--- src/rtl/fetch_queue.sv ---
// fetch_queue: in-order {pc, inst} buffer between fetch and decode with flush; `define FETCH_QUEUE_BYPASS_EN for same-cycle empty bypass
module fetch_queue #(
    parameter int DEPTH = 4
) (
    input  logic                   clk,
    input  logic                   reset,
    input  logic                   flush,
    input  logic                   in_valid,
    input  logic [31:0]            in_pc,
    input  logic [31:0]            in_inst,
    output logic                   in_ready,
    output logic                   out_valid,
    output logic [31:0]            out_pc,
    output logic [31:0]            out_pc4,
    output logic [31:0]            out_inst,
    input  logic                   out_ready,
    output logic [$clog2(DEPTH):0] count
);
    localparam int AW = $clog2(DEPTH);

    logic [AW-1:0] rd_ptr_q, rd_ptr_d, wr_ptr_q, wr_ptr_d;
    logic [AW:0]   count_q, count_d;
    logic [63:0]   mem_q [DEPTH];
    logic          stored, bypass, push, pop;

    // Handshake, head selection and next pointer/occupancy state
    always_comb begin
        stored    = count_q != '0;
`ifdef FETCH_QUEUE_BYPASS_EN
        bypass    = !stored && in_valid && !flush;
`else
        bypass    = 1'b0;
`endif
        in_ready  = reset && !count_q[AW];
        out_valid = (stored || bypass) && !flush;
        push      = in_valid && in_ready && !flush && !(bypass && out_ready);
        pop       = stored && out_valid && out_ready;
        out_pc    = !out_valid ? 32'h0000_0000 : stored ? mem_q[rd_ptr_q][63:32] : in_pc;
        out_inst  = !out_valid ? 32'h0000_0013 : stored ? mem_q[rd_ptr_q][31:0] : in_inst;
        out_pc4   = out_pc + 32'd4;
        rd_ptr_d  = flush ? '0 : rd_ptr_q + AW'(pop);
        wr_ptr_d  = flush ? '0 : wr_ptr_q + AW'(push);
        count_d   = flush ? '0 : count_q + (AW+1)'(push) - (AW+1)'(pop);
    end

    // Pointer and occupancy registers; only these are cleared by reset
    always_ff @(posedge clk or negedge reset) begin
        if (!reset) begin
            rd_ptr_q <= '0;
            wr_ptr_q <= '0;
            count_q  <= '0;
        end else begin
            rd_ptr_q <= rd_ptr_d;
            wr_ptr_q <= wr_ptr_d;
            count_q  <= count_d;
        end
    end

    // Entry storage, written at the write pointer on push
    always_ff @(posedge clk) begin
        if (push) mem_q[wr_ptr_q] <= {in_pc, in_inst};
    end

    assign count = count_q;
endmodule

--- config.mk ---
export PLATFORM = sky130hd
export DESIGN_NAME = fetch_queue
export DESIGN_NICKNAME = d
export VERILOG_FILES = /design/src/rtl/fetch_queue.sv
export SDC_FILE = /design/constraint.sdc
export NUM_CORES = 1
export LEC_CHECK = 0
export BUFFER_PORTS_ARGS = -buffer_cell sky130_fd_sc_hd__buf_2
export CORE_MARGIN = 2
export CORE_UTILIZATION = 57
export CTS_CLUSTER_SIZE = 25
export DETAILED_ROUTE_END_ITERATION = 10
export PLACE_DENSITY_LB_ADDON = 0.3
export SETUP_SLACK_MARGIN = 0.3
export SLEW_MARGIN = 25
export SYNTH_ARGS = -nofsm -noshare
export SYNTH_HDL_FRONTEND = slang
export SYNTH_SLANG_ARGS = --single-unit
--- constraint.sdc ---
create_clock -name clk -period 14.6 [get_ports clk]
set_input_delay 1.46 -clock clk [delete_from_list [all_inputs] [get_ports clk]]
set_output_delay 1.46 -clock clk [all_outputs]
set_load 0.02 [all_outputs]
==> results.toml, run 1 <==
[outcome]
status = "completed"

[power_and_ir_drop]
leakage_nw = 4.82
power_switching_share_pct = 27.2
combPwrFrac_pct = 19.7
pwr-share-clk_pct = 35.3
p_sw_mw = 0.526
p_int_mw = 1.40
ir_drop_v = 0.000142
total_power_mw = 1.93
pwr-share-seq_pct = 45.0
pwr_density_cell_nw_per_um2 = 151

[routing]
firstDrtPassIters = 4
wirelength_mm = 21.8
vias = 5852
avgRoutedWirePerCell_microns = 22.2
drt_iter0_drc = 378
drcViolationCount = 0
routed_via_density = 5.97
antenna_left = 0

[synth]
ys_ff_latch = 263
synth_top_area_share_pct = 70.9
syn_area_sq_um = 10800
syn-num-nets = 632
ys_types = 38
yosysTopAreaCell = "edfxtp_1"
synth_area_per_cell_sq_um = 19.5
synthTopCellsByArea = "edfxtp_1, mux4_2, and3_1, mux4_1, xor2_1"
synth_warnings = 0
synth_cells = 557
ys_seq_area_share_pct = 72.5

[final_layout]
drive_above_1_share_pct = 39.3
area_growth_pct = 17.7
final_nets = 800
layout.cells.non_filler = 980
layout_common_cells = "edfxtp_1, buf_2, and3_1, mux4_2, clkbuf_16"
layout_commonest_cell = "edfxtp_1"

[clock_tree]
cts-root-buf = "clkbuf_16"
post_cts_resized = 0
cts_tree = "done"
cts_max_level = 1
hold_buffers = 0
clk_latency_ns = 0.51
clk_pin_slew_ns = 0.06
cts_buffers = 26
post_cts_buffers = 0
cts_sinks = 263
cts_buffer_depth = 3

[place]
dp_cells = 931
place_hpwl_mm = 13.6
portBuffers = 169
place_congestion = 0.907

[worst_setup_path]
r2r_start = "count[2]"
critPathMaxStageDelay_ns = 0.92
critPathMaxFanout = 37
worstSetupPathType = "reg -> out"
cp-end-kind = "output port"
worst-path-buf-inv = 2
rr_endpoint = "count[2]"
worstPathCellList = "buf_4 -> mux4_2 -> and3_1 -> ha_1 -> nand3_2 -> or4_4 -> nor3_1 -> xor2_1 -> buf_2"
worstSetupPathDepth = 9
critPathCapture = "out_pc4[26]"
required_ns = 13.14
crit_start = "rd_ptr_q[0]"
slowest_stage = "dfrtp_4"
critPathTopFamily = "simple AND/OR/NAND/NOR gates"
rrSetupSlack_ns = 11.91
worstPathArrival_ns = 4.24
ff2ff_path_depth = 9
cp-start-kind = "register"

[floorplanning]
rows = 50
chipWidth_microns = 142
num_io_pins = 170
die_area_sq_um = 20100
core_sq_um = 18700
initial_utilization_pct = 57.9
die_y_microns = 142

[global_route]
grt-ovfl-total = 0
grt_pass1_wl_mm = 33.4
grt_usage_pct = 21.8
grt_max_degree = 67
grt_pass1_vias = 6036
antenna_found_initial = 2

[worst_hold_path]
hp-class = "reg -> reg"
hold_depth = 2

[sta]
drv_slew = 0
worst_pin_slew_ns = 0.999
hold_viol_final = 0
skew_ns = 0.0162
totalNegativeSetupSlack_ns = 0
grt_setup_unrepaired = "no"
hold_slack_ns = 0.671
max_clock_freq_ghz = 0.175
fin_crit_sh_pct = 39.0
slew-limit-headroom_pct = 33.4
fin_crit_ns = 5.70
setup_viol = 0

[job]
drv_cap = 0
[layer usage]
| metal | vias to the layer above | track usage (%) | routed length, microns | part of all wire [%] |
|---|---|---|---|---|
| li1 | 2604 | - | - | - |
| met1 | 2986 | 28.9 | 9050 | 42 |
| met2 | 225 | 37.4 | 10900 | 50 |
| met3 | 35 | 4.69 | 1390 | 6.4 |
| met4 | 2 | 5.42 | 400 | 1.8 |
| met5 | - | 0 | 7 | 0.032 |
[logic make-up after synthesis]
group                    count (synthesis)  synth area share [%]
AO/OA/AOI/OAI                            2                 0.115
adder cells (fa/ha/maj)                  6                 0.762
buffers and inverters                   47                  2.26
flip-flops                             263                  72.5
XOR/XNOR                                31                  2.50
multiplexers                            64                  13.5
AND/OR/NAND/NOR                        144                  8.28
[how the worst min path moves through the flow]
| stage | from | slack (ns) | end |
|---|---|---|---|
| finish | count[0] | 0.67 | count[0] |
| global route | count[0] | 0.76 | count[0] |
| CTS | count[0] | 0.66 | count[0] |
| detailed placement | count[0] | 0.65 | count[0] |
| global placement | count[0] | 0.62 | count[0] |
| floorplan | wr_ptr_q[1] | 0.55 | wr_ptr_q[1] |
[area by class of cell]
class | instances | area, sq um
clock inverter | 18 | 211
timing repair buffer | 175 | 891
sequential | 263 | 7870
tap | 234 | 293
multi-input combinational | 247 | 2760
inverter | 12 | 45.0
clock buffer | 30 | 687
antenna | 1 | 2.50
fill | 1226 | 5950
[tightest hold or removal path: stages (launching register included)]
cell	delay (ns)
dfrtp_1	0.38
ha_1	0.14
nor2b_1	0.12
[metrics by stage]
step / area (sq um) / setup slack, ns / util (%)
3_3_place_gp: 11900 / 9.13 / 63.4
4_1_cts: 12800 / 8.79 / 68.2
3_5_place_dp: 11900 / 9.03 / 63.4
6_report: 12800 / 8.90 / 68.2
5_1_grt: 12800 / 8.55 / 68.2
2_1_floorplan: 10800 / 7.51 / -
[power groups by stage]
stage	sequential [mW]	combinational, mW	clock (mW)
2_1_floorplan	0.873	0.275	0
3_3_place_gp	0.884	0.373	0
3_5_place_dp	0.886	0.377	0
4_1_cts	0.870	0.379	0.696
5_1_grt	0.873	0.406	0.721
6_report	0.869	0.380	0.681
[synth_stat cells (all sizes together)]
cell type,n
nand3,14
nor4b,1
nor2b,4
ha,5
nand2b,3
fa,1
nor4,10
or2,1
xor2,21
mux4,64
or3b,1
buf,17
and3,63
nor2,14
edfxtp,256
nand2,13
dfrtp,7
clkbuf,18
nand4,6
o21ai,1
o31ai,1
or3,1
xnor2,10
nor3,6
or4,2
inv,12
and4,5
[state kept, by name, summed over array words and instances (netlist names)]
name and flops:
count 3, mem_q 256, rd_ptr_q 2, wr_ptr_q 2
No activity file was read; power rests on OpenSTA's default activity.
==> run 2: changes to the inputs <==
clock period = 5.8 ns   (was 14.6 ns; I/O delays follow)
==> run 2 against run 1 <==
Against the previous run: critical path depth decreased by 1; clock skew is 0.0010 ns lower; via count decreased by 0.26%; critical path type unchanged; first-iteration DRC count is 5.3% higher; critical endpoint is now out_pc4[30]; cell count is 0.41% higher; hold slack lost 0.41 ns; worst setup slack worse by 7.5 ns; highest routed layer unchanged; sequential power grew to 2.5 times the previous value; power grew 140%.
==> results.toml, run 2 (synthesized netlist as in run 1, its figures left out) <==
[outcome]
status = "completed"

[sta]
hold_viol_final = 0
setup_viol = 0
hold_slack_ns = 0.264
slew-limit-headroom_pct = 34.9
fin_crit_ns = 4.40
drv_slew = 0
totalNegativeSetupSlack_ns = 0
max_clock_freq_ghz = 0.227
worst_pin_slew_ns = 0.977
grt_setup_unrepaired = "no"
skew_ns = 0.0151
fin_crit_sh_pct = 75.8

[final_layout]
largest_register_ff_count = 256
fillers = 1214
postLayoutCellArea_sq_um = 12700
final_nets = 802
drive_above_1_share_pct = 38.3
layout_common_cells = "edfxtp_1, buf_2, and3_1, mux4_2, clkbuf_16"
layout_commonest_cell = "edfxtp_1"
regMostFlops = "mem_q"
area_growth_pct = 17.3

[routing]
drcViolationCount = 0
drt_iter0_drc = 398
vias = 5837
wirelength_mm = 21.7
routed_via_density = 5.93
firstDrtPassIters = 4
antenna_left = 0
avgRoutedWirePerCell_microns = 22.1

[worst_setup_path]
ff2ff_path_depth = 9
rrSetupSlack_ns = 3.17
critPathMaxFanout = 43
cp-end-kind = "output port"
r2r_start = "count[2]"
worstPathArrival_ns = 3.82
worstSetupPathType = "reg -> out"
cp-start-kind = "register"
required_ns = 5.22
rr_endpoint = "count[2]"

[floorplanning]
core_sq_um = 18700
die_y_microns = 142
initial_utilization_pct = 57.9
chipWidth_microns = 142
num_io_pins = 170
rows = 50
die_area_sq_um = 20100

[global_route]
grt_util_met3_pct = 4.66
grt_use_met2_pct = 35.5
grt_usage_pct = 21.8
grt_pass1_vias = 5874
grt_max_degree = 68
busiest_layer = "met2"
grt-ovfl-total = 0
antenna_found_initial = 4
grtUsageMet1_pct = 30.8
grt_pass1_wl_mm = 33.4

[place]
place_hpwl_mm = 13.6
place_congestion = 0.934
postPlaceCellArea_sq_um = 11900
portBuffers = 169

[clock_tree]
cts-root-buf = "clkbuf_16"
post_cts_resized = 0
cts_max_level = 1
cts_buffer_depth = 3
cts_sinks = 263
clk_latency_ns = 0.53
cts_tree = "done"
clk_pin_slew_ns = 0.06
cts_buffers = 26

[power_and_ir_drop]
leakage_nw = 4.78
pwr_density_cell_nw_per_um2 = 371
ir_drop_v = 0.000376

[worst_hold_path]
hp-class = "in -> reg"
hold_depth = 1
hold_start = "in_inst[11]"
hold_end = "mem_q[3][11]"

[job]
drv_cap = 0
-- run 2: critical path, stage by stage, from the launching register on --
cell     delay (ns)
dfrtp_4        0.98
mux4_2         0.38
and3_1         0.32
ha_1           0.26
nand3_2        0.12
or4_4          0.61
nor4_2         0.25
xor2_1         0.19
buf_2          0.19
-- run 2: worst max-delay path by stage --
stage                           start          end  slack [ns]  depth (start not counted)
after floorplan                 flush  mem_q[1][0]        1.16                          7
after global placement          flush  out_pc4[24]        1.86                          9
after detailed placement        flush  out_pc4[30]        1.72                          9
after CTS                 rd_ptr_q[0]  out_pc4[30]        1.32                          8
after global routing      rd_ptr_q[0]  out_pc4[25]        1.18                          7
final                     rd_ptr_q[0]  out_pc4[30]        1.40                          8
-- run 2: final cells by class --
cell class	instances	area [sq um]	share of cell area, %
multi-input combinational	247	2770	21.8
antenna	4	10.0	0.0787
clock inverter	15	131	1.03
clock buffer	32	673	5.29
tap	234	293	2.30
timing repair buffer	177	928	7.30
inverter	12	45.0	0.354
sequential	263	7870	61.9
-- run 2: timing repair --
item	in CTS	in global routing
hold buffers	1	0
setup buffers	0	0
hold endpoints to repair	7	0
-- run 2: power breakdown --
part           switching, mW  total (mW)  internal [mW]
registers             0.0596        2.19           2.13
clock network          0.662        1.57          0.912
logic                  0.579       0.944          0.365
-- run 2: metrics by stage --
stage	setup WS (ns)	utilization, %	power [mW]	std cells
finish	1.40	68.0	4.71	984
global route	1.18	67.9	4.90	981
CTS	1.32	67.8	4.75	979
detailed placement	1.72	63.4	3.18	931
global placement	1.86	63.4	3.17	931
floorplan	1.16	-	2.89	557
-- run 2: routing by layer --
metal / up-vias / routed length [microns]
li1: 2605 / -
met1: 2942 / 8900
met2: 247 / 10700
met3: 41 / 1660
met4: 2 / 492
met5: - / 10
==> run 3: changes to the inputs <==
clock period = 4.35 ns   (was 5.8 ns; I/O delays follow)
==> run 3 against run 2 <==
Against the previous run: register-to-register slack got worse by 1.6 ns; first-iteration DRC count up 1.5%; wire length increased by 3.4%; worst setup slack worse by 0.95 ns; highest routed layer unchanged; sequential cell count did not move; clock power grew 36%.
==> results.toml, run 3 (synthesized netlist as in run 1, its figures left out) <==
[sta]
max_clock_freq_ghz = 0.257
finalWorstSetupSlack_ns = 0.452
worst_pin_slew_ns = 1.00
setup_viol = 0
hold_slack_ns = 0.108
skew_ns = 0.0162
slew-limit-headroom_pct = 33.3
totalNegativeSetupSlack_ns = 0
drv_slew = 0
grt_setup_unrepaired = "no"
hold_viol_final = 0
fin_crit_sh_pct = 89.6
fin_crit_ns = 3.90

[final_layout]
layout_common_cells = "edfxtp_1, buf_2, and3_1, mux4_2, clkbuf_16"
drive_above_1_share_pct = 38.5
regMostFlops = "mem_q"
multi_input_area_sq_um = 2770
fillers = 1244
fin_util_pct = 68.2
layout_commonest_cell = "edfxtp_1"
seqCellArea_sq_um = 7870
largest_register_ff_count = 256
layout.cells.non_filler = 986
area_growth_pct = 17.7
postLayoutCellArea_sq_um = 12800
final_nets = 807

[global_route]
grt_pass1_vias = 6139
grt-ovfl-total = 0
grt_max_degree = 65
grt_usage_pct = 22.5
antenna_found_initial = 5
grt_pass1_wl_mm = 34.3

[place]
place_hpwl_mm = 14.0
place_congestion = 0.941
portBuffers = 169
postPlaceCellArea_sq_um = 11900
dp_cells = 935
dp_slack_ns = 0.890

[clock_tree]
cts_max_level = 1
cts_buffer_depth = 3
cts_sinks = 263
cts-root-buf = "clkbuf_16"
clk_pin_slew_ns = 0.06
cts_buffers = 27
cts_tree = "done"
clk_latency_ns = 0.54

[worst_setup_path]
critPathMaxFanout = 12
required_ns = 3.91
rrSetupSlack_ns = 1.58
cp-start-kind = "register"
crit_start = "rd_ptr_q[0]"
cp-end-kind = "output port"
ff2ff_path_depth = 10
worstSetupPathType = "reg -> out"
rr_endpoint = "count[2]"
r2r_start = "count[2]"
critPathCapture = "out_pc4[24]"
worstPathArrival_ns = 3.46

[power_and_ir_drop]
leakage_nw = 4.80
total_power_mw = 6.37
pwr_density_cell_nw_per_um2 = 499
ir_drop_v = 0.000399

[outcome]
status = "completed"

[routing]
drt_iter0_drc = 404
antenna_left = 0
vias = 5864
avgRoutedWirePerCell_microns = 22.8
drcViolationCount = 0
routed_via_density = 5.95
firstDrtPassIters = 4
wirelength_mm = 22.5

[worst_hold_path]
hp-class = "in -> reg"

[floorplanning]
num_io_pins = 170
core_sq_um = 18700
chipWidth_microns = 142
die_y_microns = 142
die_area_sq_um = 20100
initial_utilization_pct = 57.9
rows = 50

[job]
drv_cap = 0
[run 3: changes by cell type in the layout (fill, tap and decap cells not counted), sizes merged]
cell,previous run,this run
buf,176,179
clkbuf,32,34
clkinv,13,10
clkinvlp,0,1
diode,4,3
[run 3: timing repair]
action	4_1_cts	5_1_grt
resized for setup	0	2
endpoints found under the setup margin	0	11
hold buffers	1	0
hold endpoints to repair	7	0
setup buffers	0	1
[run 3: power breakdown]
group          total, mW  switching [mW]  internal, mW
registers           2.89          0.0393          2.85
logic               1.34           0.831         0.510
clock network       2.14           0.889          1.25
total               6.37            1.76          4.61
[run 3: area by class of cell]
type | count | area share, %
sequential | 263 | 61.6
multi-input combinational | 247 | 21.7
timing repair buffer | 181 | 7.52
clock buffer | 33 | 5.47
tap | 234 | 2.29
clock inverter | 13 | 0.971
inverter | 12 | 0.353
antenna | 3 | 0.0588
[run 3: worst max-delay path, cell delays in order (launching register included)]
cell and delay (ns):
dfrtp_4 0.59, mux4_2 0.38, and3_1 0.30, ha_1 0.26, nand3_2 0.13, or4_4 0.61, nor4b_4 0.26, xor2_1 0.20
buf_2 0.19
[run 3: worst min-delay path by stage]
stage               slack [ns]            to  depth (start not counted)        start
finish                    0.11  mem_q[0][19]                          1  in_inst[19]
global route              0.09   mem_q[2][1]                          1   in_inst[1]
CTS                       0.09  mem_q[2][16]                          1  in_inst[16]
detailed placement        0.28      count[1]                          1        reset
global placement          0.27      count[1]                          1        reset
floorplan                 0.14      count[0]                          0        reset
[run 3: routing by layer]
layer	up-vias	share of wire (%)	track usage, %	wire length (microns)
li1	2612	-	-	-
met1	2971	41	30.0	9150
met2	234	50	38.0	11300
met3	43	6.7	4.99	1510
met4	4	2.1	6.47	476
met5	-	0.11	0	25
